**src/rtl/uart_pkg.sv**
```systemverilog
// -----------------------------------------------------------------------------
// uart_pkg
//
// Shared types and constants for the UART blocks. The transmitter state
// encoding lives here, so a future receiver or a debug probe can decode the
// same enum.
//
// Contents:
//   uart_tx_state_t  transmitter FSM states (PARITY is only reachable when the
//                    design is built with UART_TX_PARITY_EN)
//   DATA_BITS        payload bits per frame, equal to the byte FIFO width
//   UART_IDLE_LEVEL  level of the serial line between frames (mark)
//   even_parity()    even-parity bit of one payload word
// -----------------------------------------------------------------------------
package uart_pkg;

  localparam int   DATA_BITS       = 8;
  localparam logic UART_IDLE_LEVEL = 1'b1;

  typedef enum logic [2:0] {
    IDLE,
    FETCH,
    LOAD,
    START,
    DATA,
    PARITY,
    STOP
  } uart_tx_state_t;

  // Even parity: the returned bit makes the total count of ones (data plus
  // parity) even, which is simply the XOR of the data bits.
  function automatic logic even_parity(input logic [DATA_BITS-1:0] data);
    return ^data;
  endfunction

endpackage : uart_pkg

```
**src/rtl/baud_tick_gen.sv**
```systemverilog
// -----------------------------------------------------------------------------
// baud_tick_gen
//
// Bit-period timer shared by the UART transmitter and (later) the receiver.
// A counter runs 0..CLKS_PER_BIT-1 and wraps; tick marks the last cycle of
// every bit period. Holding clear keeps the counter at 0, so the first bit
// period after clear is released is a full CLKS_PER_BIT cycles long.
//
// Parameters:
//   CLKS_PER_BIT  clock cycles per serial bit (>= 2)
//
// Ports:
//   clk    in   system clock, rising edge
//   rst    in   synchronous reset, active-high
//   clear  in   hold the counter at 0 (synchronous)
//   tick   out  one-cycle pulse on the final cycle of each bit period
// -----------------------------------------------------------------------------
module baud_tick_gen #(
  parameter int CLKS_PER_BIT = 16
) (
  input  logic clk,
  input  logic rst,
  input  logic clear,
  output logic tick
);

  // A value of 1 would need a zero-width counter; keep at least one bit so
  // the declaration stays legal even for out-of-range settings.
  localparam int CNT_W = (CLKS_PER_BIT > 1) ? $clog2(CLKS_PER_BIT) : 1;
  localparam logic [CNT_W-1:0] CNT_LAST = CNT_W'(CLKS_PER_BIT - 1);

  logic [CNT_W-1:0] cnt;

  // NOTE: clocked state is written with non-blocking assignments so every
  // register samples pre-edge values, independent of block ordering.
  always_ff @(posedge clk) begin
    if (rst || clear) begin
      cnt <= '0;
    end else if (cnt == CNT_LAST) begin
      cnt <= '0;
    end else begin
      cnt <= cnt + CNT_W'(1);
    end
  end

  // Decoded from the counter register alone, so it is stable for the whole
  // cycle it is asserted in.
  assign tick = (cnt == CNT_LAST);

endmodule : baud_tick_gen

```
**src/rtl/uart_tx_drain.sv**
```systemverilog
// -----------------------------------------------------------------------------
// uart_tx_drain
//
// Drains bytes from the byte FIFO's read port and sends each one as a UART
// frame (start bit, 8 data bits LSB first, optional even parity, one stop
// bit) on the tx pin.
//
// The FIFO read port has one cycle of registered latency: the strobe goes out
// in FETCH and the byte is captured in LOAD, one edge later. Because the
// strobe is a pure decode of the FETCH state, exactly one read is issued per
// frame, and FETCH is only entered after fifo_empty was seen low in IDLE.
//
// Compile-time option:
//   UART_TX_PARITY_EN  when defined, inserts a PARITY bit period (even parity
//                      of the 8 data bits) between DATA and STOP; the frame
//                      grows from 10 to 11 bit periods. When undefined no
//                      parity state or logic is built.
//
// Parameters:
//   CLKS_PER_BIT  clock cycles per serial bit (>= 2)
//
// Ports:
//   clk           in   system clock, rising edge
//   rst           in   synchronous reset, active-high
//   enable        in   permits starting a new frame (a running frame always
//                      completes)
//   fifo_empty    in   FIFO empty flag
//   fifo_rd_data  in   FIFO read data, valid the cycle after fifo_rd_en
//   fifo_rd_en    out  FIFO read strobe, one pulse per frame
//   tx            out  serial line (registered), idles high
//   busy          out  high whenever the FSM is not in IDLE
//   tx_done       out  one-cycle pulse on the final cycle of the stop bit
// -----------------------------------------------------------------------------
module uart_tx_drain
  import uart_pkg::*;
#(
  parameter int CLKS_PER_BIT = 16
) (
  input  logic                 clk,
  input  logic                 rst,
  input  logic                 enable,
  input  logic                 fifo_empty,
  input  logic [DATA_BITS-1:0] fifo_rd_data,
  output logic                 fifo_rd_en,
  output logic                 tx,
  output logic                 busy,
  output logic                 tx_done
);

  localparam int BIT_CNT_W = $clog2(DATA_BITS);
  localparam logic [BIT_CNT_W-1:0] BIT_LAST = BIT_CNT_W'(DATA_BITS - 1);

  uart_tx_state_t         state;
  uart_tx_state_t         state_next;
  logic [DATA_BITS-1:0]   shift_q;
  logic [DATA_BITS-1:0]   shift_next;
  logic [BIT_CNT_W-1:0]   bit_cnt_q;
  logic [BIT_CNT_W-1:0]   bit_cnt_next;
  logic                   tx_q;
  logic                   tx_next;
`ifdef UART_TX_PARITY_EN
  logic                   parity_q;
  logic                   parity_next;
`endif

  logic                   baud_clear;
  logic                   baud_tick;

  // ---------------------------------------------------------------------------
  // Bit-period timer. It is held cleared outside the bit-carrying states, so
  // it sits at 0 on the first START cycle and every bit period, including
  // START, lasts exactly CLKS_PER_BIT cycles.
  // ---------------------------------------------------------------------------
  baud_tick_gen #(
    .CLKS_PER_BIT (CLKS_PER_BIT)
  ) u_baud (
    .clk   (clk),
    .rst   (rst),
    .clear (baud_clear),
    .tick  (baud_tick)
  );

  // ---------------------------------------------------------------------------
  // State and datapath registers.
  // tx is registered from the *next* state and shift values, so the pin
  // changes on the same edge as the FSM and is glitch-free. A reset anywhere
  // in a frame returns the line to idle on that edge; the partial byte is lost.
  // ---------------------------------------------------------------------------
  always_ff @(posedge clk) begin
    if (rst) begin
      state     <= IDLE;
      shift_q   <= '0;
      bit_cnt_q <= '0;
      tx_q      <= UART_IDLE_LEVEL;
`ifdef UART_TX_PARITY_EN
      parity_q  <= 1'b0;
`endif
    end else begin
      state     <= state_next;
      shift_q   <= shift_next;
      bit_cnt_q <= bit_cnt_next;
      tx_q      <= tx_next;
`ifdef UART_TX_PARITY_EN
      parity_q  <= parity_next;
`endif
    end
  end

  // ---------------------------------------------------------------------------
  // Next-state and datapath update.
  // ---------------------------------------------------------------------------
  always_comb begin
    // NOTE: every output of this block gets a hold value first, so no path
    // through the case leaves one unassigned and no latch is inferred.
    state_next   = state;
    shift_next   = shift_q;
    bit_cnt_next = bit_cnt_q;
`ifdef UART_TX_PARITY_EN
    parity_next  = parity_q;
`endif

    case (state)
      IDLE: begin
        if (enable && !fifo_empty) begin
          state_next = FETCH;
        end
      end

      // The read strobe is out this cycle; fifo_empty may rise now because
      // of our own read, and that no longer matters.
      FETCH: begin
        state_next = LOAD;
      end

      // The FIFO's registered output now holds the strobed byte.
      LOAD: begin
        shift_next   = fifo_rd_data;
        bit_cnt_next = '0;
`ifdef UART_TX_PARITY_EN
        parity_next  = even_parity(fifo_rd_data);
`endif
        state_next   = START;
      end

      START: begin
        if (baud_tick) begin
          state_next = DATA;
        end
      end

      // The LSB of the shift register is always the bit on the line; at each
      // bit boundary shift the next one down. The wrap of the bit counter
      // from its last value ends the payload.
      DATA: begin
        if (baud_tick) begin
          shift_next   = {1'b0, shift_q[DATA_BITS-1:1]};
          bit_cnt_next = bit_cnt_q + BIT_CNT_W'(1);
          if (bit_cnt_q == BIT_LAST) begin
`ifdef UART_TX_PARITY_EN
            state_next = PARITY;
`else
            state_next = STOP;
`endif
          end
        end
      end

`ifdef UART_TX_PARITY_EN
      PARITY: begin
        if (baud_tick) begin
          state_next = STOP;
        end
      end
`endif

      STOP: begin
        if (baud_tick) begin
          state_next = IDLE;
        end
      end

      default: begin
        state_next = IDLE;
      end
    endcase
  end

  // ---------------------------------------------------------------------------
  // Outputs. Everything except tx_next is a decode of registered state (plus
  // the registered-counter tick), so none of it depends combinationally on
  // the block's inputs.
  // ---------------------------------------------------------------------------
  always_comb begin
    fifo_rd_en = (state == FETCH);
    busy       = (state != IDLE);
    tx_done    = (state == STOP) && baud_tick;
    baud_clear = (state == IDLE) || (state == FETCH) || (state == LOAD);

    case (state_next)
      START:   tx_next = ~UART_IDLE_LEVEL;
      DATA:    tx_next = shift_next[0];
`ifdef UART_TX_PARITY_EN
      PARITY:  tx_next = parity_next;
`endif
      default: tx_next = UART_IDLE_LEVEL;
    endcase
  end

  assign tx = tx_q;

endmodule : uart_tx_drain

```
**config.mk**
```make
export PLATFORM = sky130hd
export DESIGN_NAME = uart_tx_drain
export DESIGN_NICKNAME = d
export VERILOG_FILES = /design/src/rtl/uart_pkg.sv /design/src/rtl/baud_tick_gen.sv /design/src/rtl/uart_tx_drain.sv
export SDC_FILE = /design/constraint.sdc
export NUM_CORES = 1
export LEC_CHECK = 0
export BUFFER_PORTS_ARGS = -buffer_cell sky130_fd_sc_hd__buf_2
export CAP_MARGIN = 20
export CORE_AREA = 2 2 48 50
export DETAILED_ROUTE_END_ITERATION = 8
export DIE_AREA = 0 0 50 52
export PLACE_DENSITY = 0.68
export REMOVE_ABC_BUFFERS = 1
export SYNTH_ARGS = -nofsm -noshare
export SYNTH_HDL_FRONTEND = slang
export SYNTH_SLANG_ARGS = --single-unit
export TNS_END_PERCENT = 50
```
**constraint.sdc**
```tcl
create_clock -name clk -period 1.7 [get_ports clk]
set_input_delay 0.17 -clock clk [delete_from_list [all_inputs] [get_ports clk]]
set_output_delay 0.17 -clock clk [all_outputs]
set_load 0.01 [all_outputs]
```
Word level (Yosys, flattened, before mapping) --
Index checks and enable logic that the tools add are counted.
Cells by class: $add $sub $neg 2, equality and inequality tests 10, muxes and demuxes 11, reductions and logical operators 11
Operators with widths (count):
- two-way mux 3 bit | 6
- case mux 3 bit (6 select lines) | 1
- case mux 8 bit (2 select lines) | 1
- == test 3 bit (second input constant) | 4
- == test 3 x 2 -> 1 bit (second input constant) | 3
- two-way mux 8 bit | 1
- case mux 3 bit (2 select lines) | 1
- adder 4 x 1 -> 4 bit (second input constant) | 1
- == test 4 bit (second input constant) | 1
- adder 3 x 1 -> 3 bit (second input constant) | 1
- == test 3 x 1 -> 1 bit (second input constant) | 1
- zero test 3 bit | 1
- logical OR 1 bit | 3
- nonzero test 3 bit | 1
- logical AND 1 bit | 2
- != test 2 bit (second input constant) | 1
- case mux 1 bit (2 select lines) | 1
- AND reduction 2 bit | 1
- nonzero test 2 bit | 1
- OR reduction 2 bit | 1
- zero test 1 bit | 1
Word-level totals: register bits 19, input bits 12

Longest topological paths before layout --
word-level depth 6, gate-level depth with buffers 6

Hierarchy --
From an unflattened synthesis, not the netlist that was laid out.
Unflattened totals: cells, all modules 105, area, all modules 972.2 um2
Modules (own cells, without submodules):
- uart_tx_drain | instances 1, cells each 89, area an instance 814.5 um2, sequential area each 300.3 um2
- baud_tick_gen | instances 1, cells each 16, area an instance 157.7 um2, sequential area each 80.1 um2

Least setup slack after synthesis --
Ideal clock, no wire load.
path kind register -> register, from register u_baud.cnt[0], to register tx_q, in the netlist tx, library setup time 0.130 ns, data arrival time 1.427 ns, required time 1.570 ns, slack 0.143 ns, stages on the path, launching flop included 6, buffers on the path 0, cell sequence dfxtp_1 ha_1 nand4_4 mux2_4 a2111oi_4 mux2i_1
Between the ends: longest elaborated chain between the ends 5, elaborated cells on any way between the ends 10, those cells by class eq/ne: 3; mux: 7
RTL lines:
- start, declared | line baud_tick_gen.sv:32 | logic [CNT_W-1:0] cnt;
- start signal, assigned | line baud_tick_gen.sv:42 | cnt <= cnt + CNT_W'(1);
- == test 4 bit * | line baud_tick_gen.sv:48 | assign tick = (cnt == CNT_LAST);
- two-way mux 3 bit (on tied branches) | line uart_tx_drain.sv:177, uart_tx_drain.sv:146, uart_tx_drain.sv:155
- case mux 3 bit (6 select lines) | line uart_tx_drain.sv:122 | case (state)
- == test 3 bit / == test 3 x 2 -> 1 bit (equally long branches) | line uart_tx_drain.sv:199 | case (state_next)
- case mux 1 bit (2 select lines) * | line uart_tx_drain.sv:199
- end signal, assigned | line uart_tx_drain.sv:102 | tx_q <= tx_next;
- end, declared | line uart_tx_drain.sv:59 | logic tx_q;
Mark *: on every way between the ends. The rest lies on a longest branch, timed or not. The select of a mux whose other input is x is not followed. A chain may end at the register's enable or synchronous reset.

Final worst setup path --
from register state[1], to output port busy
Between the ends: longest elaborated chain between the ends 1
RTL lines:
- start, declared | line uart_tx_drain.sv:53 | uart_tx_state_t state;
- start signal, assigned | line uart_tx_drain.sv:99 | state <= state_next;
- nonzero test 3 bit | line uart_tx_drain.sv:195 | busy = (state != IDLE);
- end, declared | line uart_tx_drain.sv:46 | output logic busy,
Every way passes these cells.

==> qor.txt <==
Root Driver -> clkbuf_4
fin crit period -> 1.64 ns
Post-synth EDFFs -> 0
routability cong. -> 0.808
max frequency -> 610 MHz
gr usage total -> 15.4%
post-route clock period utilization -> 96.4%
maximum VDD drop -> 537 uV
total gr overflow -> 0
flip-flop and latch area -> 382 um2
postcts setup bufs -> 0
largest net degree at the start of global routing -> 18
asr flop ratio synth -> 0%
Syn. warnings -> 0
# setup viols final -> 0
FILL cells -> 188
DP Cell Count -> 142
Initial Util -> 45.3%
Synth Area in Simple Gates -> 24.9%
final WL -> 1770 um
via count of the routed design -> 741
post-synthesis compound-gate area fraction -> 19.8%
# port buffers -> 15
status -> complete, no violations
Final ANT Viol Nets -> 0
initial antenna violation count -> 0
top area cells in the synthesized netlist -> dfxtp_1, a21oi_1, a22oi_1, ha_1, nand2_1
main combinational cell family by area after synthesis -> simple AND/OR/NAND/NOR gates
vias in the first global route -> 709
Num CTS Buffers -> 3
relative slew slack -> 70.5%
CTS tree -> done
Synth-to-Final Area Change -> 17.8%
worst min path class -> input pin to flop
LEAKAGE -> 0.453 nW
H-tree lvl count -> 1
area occupied by multi-input gates -> 541 um2
Clock Skews -> 0.00147 ns
Synth Flop Type -> dfxtp_1
fin cells -> 146
XOR/XNOR share of the synthesized area -> 1.84%
# DRC -> 0
Netlist cell types -> 36
clock buffer depth -> 2
worst slack at placement -> 0.0268 ns
Core Region -> 2110 um2
unrepaired setup endpoints after global routing -> false
Fin. Hold Viols -> 0
mux cell area share after synthesis -> 3.67%
1st-iter DRT viols -> 3
worst-margin pin slew -> 0.437 ns
mean routed wirelength per cell -> 12.2 um
Seq/Total Area, Yosys -> 39.9%
die boundary height -> 52 um
most frequent cell after synthesis -> dfxtp_1
Synth Instances -> 99
Post-Syn Area -> 953 um2
setup ws final -> 0.0619 ns
setup TNS -> 0 ns
share of cells above drive strength 1 -> 33.9%
Std-Cell Rows -> 17
die area -> 2600 um2
n_diodes -> 0
post-synthesis register bit count -> 19
Vias/cell -> 5.08
Post-Synth Adder-Cell Area -> 3.94%
cell taking the most area after synthesis -> dfxtp_1
critical setup path kind -> flop to output port
drt pass-1 iters -> 3
crit path DAT -> 1.47 ns
Post-Syn Area per Cell -> 9.63 um2
Final nets -> 134
die span in x -> 50 um
Hold-fix buffers, CTS -> 0
max-slew violation count -> 0
Pwr Density -> 820 nW/um2
synth cell count leaders -> dfxtp_1, a21oi_1, nand2_1, nor2_1, a22oi_1
r2r setup slk -> 0.11 ns
top cell type's share of synthesized area -> 39.9%
Max Cap Viol -> 0
WP data required -> 1.53 ns
CTS sink count -> 19
Max FO, Critical Path -> 8
Worst-Skew Late Latency -> 0.30 ns
DP Wirelength -> 1260 um
number of I/O pins -> 16
CP Capture Type -> output port
first-pass GRT wire length -> 2980 um
crit start category -> flop
clk slew on worst S/H paths -> 0.10 ns
==> power breakdown <==
part	switching, mW	internal [mW]	leakage (nW)
logic	0.0907	0.0932	0.280
registers	0.0350	0.474	0.155
clock network	0.140	0.0879	0.0177
==> critical path, cell delays in order (launching register included) <==
cell and delay (ns):
dfxtp_1 0.44, buf_4 0.21, or3_1 0.36, buf_2 0.14
==> per-layer routing <==
layer  routed length, um  GRT usage, %  up-vias
met5                   0             0        -
li1                    -             -      391
met3                  80          2.59        5
met1                 865          19.1      329
met2                 770          23.9       16
met4                  57          11.1        0
==> layout by cell type, fill, tap and decap left out, types with 3 or more instances in the layout <==
master    netlist  layout
a22oi_1         6       6
a21oi_1        10      10
nor2_1          8       8
nor3b_2         1       3
buf_4           0       7
buf_2           3      15
inv_1           3       3
nand2_1         9       9
dfxtp_1        19      18
clkbuf_4        0       3
==> what timing repair did <==
item,4_1_cts,5_1_grt
endpoints found under the setup margin,1,3
cloned,0,0
resized for setup,1,5
==> kinds of logic (layout without fill, tap and decap cells) <==
family,after synthesis,count (layout)
compound gates,24,24
mux,3,3
flops,19,19
simple gates,38,38
fa+ha+maj,3,3
xor+xnor,2,2
buf+inv,10,29
==> per-stage QoR <==
stage | util, % | instance area (um2) | power [mW] | hold slack [ns]
after floorplan | - | 908 | 0.617 | 0.239
after global placement | 50.9 | 1070 | 0.696 | 0.404
after detailed placement | 50.9 | 1070 | 0.699 | 0.415
after CTS | 52.3 | 1100 | 0.928 | 0.0873
after global routing | 53.4 | 1120 | 0.971 | 0.115
final | 53.4 | 1120 | 0.921 | 0.0930
==> worst paths after layout <==
check        cells past startpoint             from         end
max                              3         state[1]        busy
min                              3  fifo_rd_data[7]  shift_q[7]
max reg2reg                      4         state[1]          tx
min reg2reg                      2       shift_q[6]  shift_q[6]
==> sequential cells by signal (all words and copies together), names as in the netlist <==
name        cells
state           3
u_baud.cnt      4
bit_cnt_q       3
shift_q         8
tx              1
==> cell type report <==
cell class	instances	area share (%)
timing repair buffer	22	11.4
multi-input combinational	70	48.1
clock inverter	1	0.445
sequential	19	34.0
tap	28	3.12
clock buffer	3	2.00
inverter	3	1.00
No activity file was read; power rests on OpenSTA's default activity.
